### config.mk
export PLATFORM = sky130hd
export DESIGN_NAME = xin_literal_fetch
export DESIGN_NICKNAME = d
export VERILOG_FILES = /design/src/rtl/xin_literal_fetch.sv
export SDC_FILE = /design/constraint.sdc
export NUM_CORES = 1
export LEC_CHECK = 0
export ABC_AREA = 0
export ABC_CLOCK_PERIOD_IN_PS = 5300
export CORE_ASPECT_RATIO = 0.7
export CORE_UTILIZATION = 42
export DETAILED_ROUTE_END_ITERATION = 16
export GPL_ROUTABILITY_DRIVEN = 0
export HOLD_SLACK_MARGIN = 0.03
export PLACE_DENSITY = 0.75
export SLEW_MARGIN = 20
export SYNTH_ARGS = -nofsm -noshare
export SYNTH_HDL_FRONTEND = slang
export SYNTH_SLANG_ARGS = --single-unit
### constraint.sdc
create_clock -name clk -period 5.3 [get_ports clk]
set_input_delay 1.06 -clock clk [delete_from_list [all_inputs] [get_ports clk]]
set_output_delay 1.06 -clock clk [all_outputs]
set_load 0.02 [all_outputs]
### src/rtl/xin_literal_fetch.sv
// rtl/xin_literal_fetch.sv - streams one sample of literal ROM words through a valid/ready output stage
module xin_literal_fetch #(
    parameter int DATA_WIDTH = 32,
    parameter int ADDR_WIDTH = 6,
    parameter int ROM_DEPTH  = 49,
    parameter int CNT_WIDTH  = 11
) (
    input  logic                  clk,
    input  logic                  rst,
    input  logic                  start,
    output logic                  busy,
    output logic [ADDR_WIDTH-1:0] rom_addr,
    input  logic [DATA_WIDTH-1:0] rom_data,
    output logic [DATA_WIDTH-1:0] out_data,
    output logic                  out_valid,
    input  logic                  out_ready,
    output logic [ADDR_WIDTH-1:0] out_idx,
    output logic                  out_last,
    output logic                  done,
    output logic [CNT_WIDTH-1:0]  ones_count
);

    typedef enum logic [1:0] {
        S_IDLE  = 2'd0,
        S_FETCH = 2'd1,
        S_DRAIN = 2'd2
    } state_t;

    localparam logic [ADDR_WIDTH-1:0] LAST_ADDR = ADDR_WIDTH'(ROM_DEPTH - 1);

    state_t                  r_state;
    state_t                  w_state_nxt;
    logic [ADDR_WIDTH-1:0]   r_rom_addr;
    logic [DATA_WIDTH-1:0]   r_out_data;
    logic                    r_out_valid;
    logic [ADDR_WIDTH-1:0]   r_out_idx;
    logic                    r_out_last;
    logic                    r_done;
    logic [CNT_WIDTH-1:0]    r_ones_count;

    logic                    w_accept;
    logic                    w_load;
    logic                    w_load_last;
    logic                    w_start_ok;

    function automatic logic [CNT_WIDTH-1:0] f_popcount(input logic [DATA_WIDTH-1:0] d);
        logic [CNT_WIDTH-1:0] c;
        c = '0;
        for (int i = 0; i < DATA_WIDTH; i++) begin
            c = c + CNT_WIDTH'(d[i]);
        end
        return c;
    endfunction

    // A load refills the output register whenever it is empty or draining this cycle,
    // which is what keeps the stream at one word per cycle without a bubble.
    assign w_accept    = r_out_valid && out_ready;
    assign w_load      = (r_state == S_FETCH) && (!r_out_valid || out_ready);
    assign w_load_last = w_load && (r_rom_addr == LAST_ADDR);
    assign w_start_ok  = (r_state == S_IDLE) && start;

    // State register.
    always_ff @(posedge clk) begin
        if (rst) begin
            r_state <= S_IDLE;
        end else begin
            r_state <= w_state_nxt;
        end
    end

    // Next-state logic: IDLE -> FETCH on start, FETCH -> DRAIN on loading the last word,
    // DRAIN -> IDLE once the last word is taken.
    always_comb begin
        w_state_nxt = r_state;
        case (r_state)
            S_IDLE: begin
                if (start) begin
                    w_state_nxt = S_FETCH;
                end
            end
            S_FETCH: begin
                if (w_load_last) begin
                    w_state_nxt = S_DRAIN;
                end
            end
            S_DRAIN: begin
                if (w_accept) begin
                    w_state_nxt = S_IDLE;
                end
            end
            default: w_state_nxt = S_IDLE;
        endcase
    end

    // Address counter, output stage, done pulse and popcount of accepted words.
    always_ff @(posedge clk) begin
        if (rst) begin
            r_rom_addr   <= '0;
            r_out_data   <= '0;
            r_out_valid  <= 1'b0;
            r_out_idx    <= '0;
            r_out_last   <= 1'b0;
            r_done       <= 1'b0;
            r_ones_count <= '0;
        end else begin
            r_done <= (r_state == S_DRAIN) && w_accept;

            if (w_start_ok) begin
                r_rom_addr   <= '0;
                r_ones_count <= '0;
            end else if (w_accept) begin
                r_ones_count <= r_ones_count + f_popcount(r_out_data);
            end

            if (w_load) begin
                r_out_data  <= rom_data;
                r_out_idx   <= r_rom_addr;
                r_out_last  <= w_load_last;
                r_out_valid <= 1'b1;
                // The address parks on the last word so the ROM is never driven past its end.
                if (!w_load_last) begin
                    r_rom_addr <= r_rom_addr + 1'b1;
                end
            end else if (w_accept) begin
                r_out_valid <= 1'b0;
                r_out_last  <= 1'b0;
            end
        end
    end

    assign busy       = (r_state != S_IDLE);
    assign rom_addr   = r_rom_addr;
    assign out_data   = r_out_data;
    assign out_valid  = r_out_valid;
    assign out_idx    = r_out_idx;
    assign out_last   = r_out_last;
    assign done       = r_done;
    assign ones_count = r_ones_count;

endmodule

# Word-level counts from Yosys, hierarchy flattened
# Cells that the tools add are included.
[totals] ff_bits=60 latch_bits=0 ramBits=0 mem_bits_ro=0 input_bits=36 output_inout_bits=59 word_cells=69 memories=0
[classes] add_sub_neg=33 n_mul=0 n_div=0 order_cmp=0 eq_ne=6 shift=0 n_mux=10 bitwise_logic=0 reduce_logical=12
[ops] op="11-bit by 1-bit adder with 11-bit output" n=21
[ops] op="6-bit 2-to-1 mux" n=3
[ops] op="10-bit by 1-bit adder with 11-bit output" n=1
[ops] op="11-bit adder" n=1
[ops] op="9-bit by 1-bit adder with 10-bit output" n=1
[ops] op="8-bit by 1-bit adder with 9-bit output" n=1
[ops] op="7-bit by 1-bit adder with 8-bit output" n=1
[ops] op="6-bit by 1-bit adder with 7-bit output" n=1
[ops] op="5-bit by 1-bit adder with 6-bit output" n=1
[ops] op="6-bit by 1-bit adder with 6-bit output (second input constant)" n=1
[ops] op="6-bit == test (second input constant)" n=1
[ops] op="2-bit 2-to-1 mux" n=3
[ops] op="2-bit != test (second input constant)" n=3
[ops] op="2-bit one-hot mux with 3 select lines" n=1
[ops] op="4-bit by 1-bit adder with 5-bit output" n=1
[ops] op="1-bit logical AND" n=5
[ops] op="3-bit by 1-bit adder with 4-bit output" n=1
[ops] op="2-bit nonzero test" n=2
[ops] op="2-bit by 1-bit adder with 3-bit output" n=1
[ops] op="1-bit 2-to-1 mux" n=3
[ops] op="3-bit AND reduction" n=1
[ops] op="1-bit by 1-bit adder with 2-bit output" n=1
[ops] op="2-bit by 1-bit == test with 1-bit output (second input constant)" n=1
[ops] op="2-bit == test (second input constant)" n=1
[ops] op="other kinds (4)" n=4

# Longest topological paths before layout
[depth] ltp_word=32 mapped_depth=15 mapped_depth_nobuf=15

# Least setup slack after synthesis
# Ideal clock, no wire load.
[synth_path] path_type="reg2reg" from="register r_out_data[5] (netlist: out_data[5])" to="register r_ones_count[8] (netlist: ones_count[8])" setup_time_ps=125 arrival_time_ps=4931 required_time_ps=5175 path_slack_ps=244 stages_incl_launch_ff=15 path_buffers=0 period_less_slack_ps=5056 cell_sequence="dfxtp_1 > inv_1 > fa_1 > fa_1 > fa_1 > fa_1 > fa_1 > fa_1 > inv_1 > fa_1 > fa_1 > a211oi_1 > o211a_1 > or4_1 > a21oi_1"
[synth_between] elab_chain_len=28
[synth_lines] item="start: declaration" line_no="34" text="logic [DATA_WIDTH-1:0] r_out_data;"
[synth_lines] item="start signal: assignment" line_no="116" text="r_out_data <= rom_data;"
[synth_lines] item="5-bit by 1-bit adder with 6-bit output" line_no="50" text="c = c + CNT_WIDTH'(d[i]);"
[synth_lines] item="6-bit by 1-bit adder with 7-bit output" line_no="50"
[synth_lines] item="7-bit by 1-bit adder with 8-bit output" line_no="50"
[synth_lines] item="8-bit by 1-bit adder with 9-bit output" line_no="50"
[synth_lines] item="9-bit by 1-bit adder with 10-bit output" line_no="50"
[synth_lines] item="10-bit by 1-bit adder with 11-bit output" line_no="50"
[synth_lines] item="11-bit by 1-bit adder with 11-bit output (21 in series)" line_no="50"
[synth_lines] item="11-bit adder" line_no="112" text="r_ones_count <= r_ones_count + f_popcount(r_out_data);"
[synth_lines] item="end signal: assignment" line_no="112"
[synth_lines] item="end: declaration" line_no="39" text="logic [CNT_WIDTH-1:0] r_ones_count;"
# No other way between the ends.
# A chain may end at the register's enable or synchronous reset.

# Worst setup path in the final report
[layout_path] from="register r_out_data[0] (netlist: out_data[0])" to="register r_ones_count[10] (netlist: ones_count[10])"
[layout_between] elab_chain_len=32
[layout_lines] item="1-bit by 1-bit adder with 2-bit output" line_no="50"
[layout_lines] item="2-bit by 1-bit adder with 3-bit output" line_no="50"
[layout_lines] item="3-bit by 1-bit adder with 4-bit output" line_no="50"
[layout_lines] item="4-bit by 1-bit adder with 5-bit output" line_no="50"
[layout_lines] item="5-bit by 1-bit adder with 6-bit output" line_no="50"
[layout_lines] item="6-bit by 1-bit adder with 7-bit output" line_no="50"
[layout_lines] item="7-bit by 1-bit adder with 8-bit output" line_no="50"
[layout_lines] item="8-bit by 1-bit adder with 9-bit output" line_no="50"
[layout_lines] item="9-bit by 1-bit adder with 10-bit output" line_no="50"
[layout_lines] item="10-bit by 1-bit adder with 11-bit output" line_no="50"
[layout_lines] item="11-bit by 1-bit adder with 11-bit output (21 in series)" line_no="50"
[layout_lines] item="11-bit adder" line_no="112"
# No other way between the ends.

==> out/qor.yml <==
drt_first_pass_iters: 4
cts_setup_buffers: 0
synth_cell_types: 38
drive_gt1_share_pct: 4.79
arrival_ps: 5280
h-tree-depth: 3
dieArea_um2: 8220
synth_area_um2: 3300
max-vdd-ir-drop_mv: 0.210
hold_viol: 0
dp.final_hpwl_mm: 6.42
setup_tns_ps: 0
p_per_area_nw_per_um2: 306
boundaryPins: 95
synthToLayoutAreaGrowth_pct: 36.5
timing.final.ws_setup_ps: 225
syn_inst: 386
power_mw: 1.38
clk_pin_slew_ps: 70
die_height_um: 76.1
ys_ff_latch: 60
synth-main-ff-cell: "dfxtp_1"
ctsLongestPathBuffers: 2
rows: 26
viasPerCell: 5.05
synthTopCellsByCount: "88 x nand2_1, 60 x dfxtp_1, 52 x a21oi_1, 43 x inv_1, 26 x fa_1"
die_w_um: 108
maxCapViolations: 0
n_antenna_cell: 0
yosysTopAreaCellShare_pct: 36.4
p_leak_nw: 1.81
synth_top_cells_by_area: "dfxtp_1 36%, fa_1 16%, nand2_1 10%"
crit_path_start_kind: "register"
cts_resized: 0
worst_slew_pin_slew_ps: 932
start_util_pct: 44.3
seq_area_frac_synth_pct: 36.4
wl_per_cell_um: 14.5
synth_warnings: 0
endpoint_kind: "register"
hold_buffers: 0
tritoncts: "done"
rsz0062_at_grt: "no"
path_max_fanout: 4
numClockSinks: 60
period_share_pct: 95.8
pre_cts_ws_ps: 138
vias: 2920
cts_root_buf: "clkbuf_8"
slew_headroom_pct: 37.9
grt_max_degree: 52
period_needed_ps: 5080
antenna_found_initial: 0
synth.most_common_cell: "nand2_1"
yosys.area.top_type: "dfxtp_1"
skew_ps: 9.39
overflow: 0
min_path_type: "register to register"
cts_buffers: 9
drt-total-wl_mm: 8.37
worst-setup-path-type: "register to register"
setup_violations: 0
io_buffers: 94
first_global_vias: 2814
route.detailed.drc: 0
insertion_delay_ps: 340
synth_fp_nets: 465
slew_violations: 0
grt_first_pass_wirelength_mm: 13.9
synth-edff-count: 0
core_um2: 7450
ys_async_sr_fraction_pct: 0
crit_required_ps: 5510
status: "finished, final reports clean"
grt_usage_pct: 21.9
fmax_mhz: 197
dr.first_iter.drc_count: 126
syn_area_per_cell_um2: 8.54
fin_nets: 554
drtAntennaViolNets: 0
-- area by class of cell --
type,instances,area (µm²)
clock buffers,10,128
clock inverters,6,65.1
fillers,656,2950
inverters,43,161
multi-input cells,265,1870
flip-flops and latches,60,1200
well taps,98,123
repair buffers,96,951
-- metrics by stage --
step           instance area (µm²)  hold slack [ps]  util (%)  std cells
2_1_floorplan                 3300              484         -        386
3_3_place_gp                  4300              444      57.7        562
3_5_place_dp                  4300              451      57.7        562
4_1_cts                       4490              465      60.3        578
5_1_grt                       4500              482      60.4        578
6_report                      4500              465      60.4        578
-- layout by cell type, fill, tap and decap left out, types with 9 or more instances in the layout --
cell             netlist  final
clkdlybuf4s50_1        0     93
nand2_1               88     88
dfxtp_1               60     60
a21oi_1               52     52
inv_1                 43     43
fa_1                  26     25
ha_1                  17     17
nor2_1                12     11
nand3_1               10     10
clkbuf_8               0      9
-- routing by layer --
| metal | part of all wire (%) | vias up | track usage, % |
|---|---|---|---|
| met2 | 43 | 105 | 31.3 |
| met3 | 8.6 | 6 | 6.59 |
| met5 | 0 | - | 0 |
| met4 | 0.76 | 0 | 7.40 |
| li1 | - | 1448 | - |
| met1 | 48 | 1361 | 31.4 |
-- cell families (layout without fill, tap and decap cells) --
kind of cell,count (synthesis),count (layout),synth area share [%]
and+or+nand+nor,143,143,19.8
AOI/OAI and AO/OA,72,72,12.5
adders and majority gates,43,43,22.2
DFF,60,60,36.4
buffers and inverters,61,155,7.09
xor gates and xnor gates,3,3,0.797
muxes,4,4,1.21
-- power by group --
| part | switching, mW | leakage (nW) | internal [mW] | total [mW] |
|---|---|---|---|---|
| combinational | 0.275 | 1.23 | 0.211 | 0.486 |
| sequential | 0.0195 | 0.488 | 0.471 | 0.490 |
| clock | 0.185 | 0.0962 | 0.217 | 0.402 |
-- state kept, by name (all words and copies together) (netlist names) --
register	cells
ones_count	11
out_valid	1
done	1
out_last	1
r_state	2
rom_addr	6
out_idx	6
out_data	32
-- critical path, cell delays in order, from the launching register on --
cell and delay, ps:
dfxtp_1 340, fa_1 540, inv_1 60, fa_1 550
fa_1 450, fa_1 550, fa_1 450, fa_1 490
inv_1 50, fa_1 430, fa_2 400, a211oi_2 240
o211a_1 220, or4_1 120, a21oi_1 60
-- path summary, 6_finish.rpt --
kind,startpoint,end,slack [ps],depth (start not counted)
max,out_data[0],ones_count[10],220,14
min,out_idx[4],out_idx[4],460,2
max reg2reg,out_data[0],ones_count[10],220,14
min reg2reg,out_idx[4],out_idx[4],460,2
Note: power is estimated with default switching activity, not from simulation.
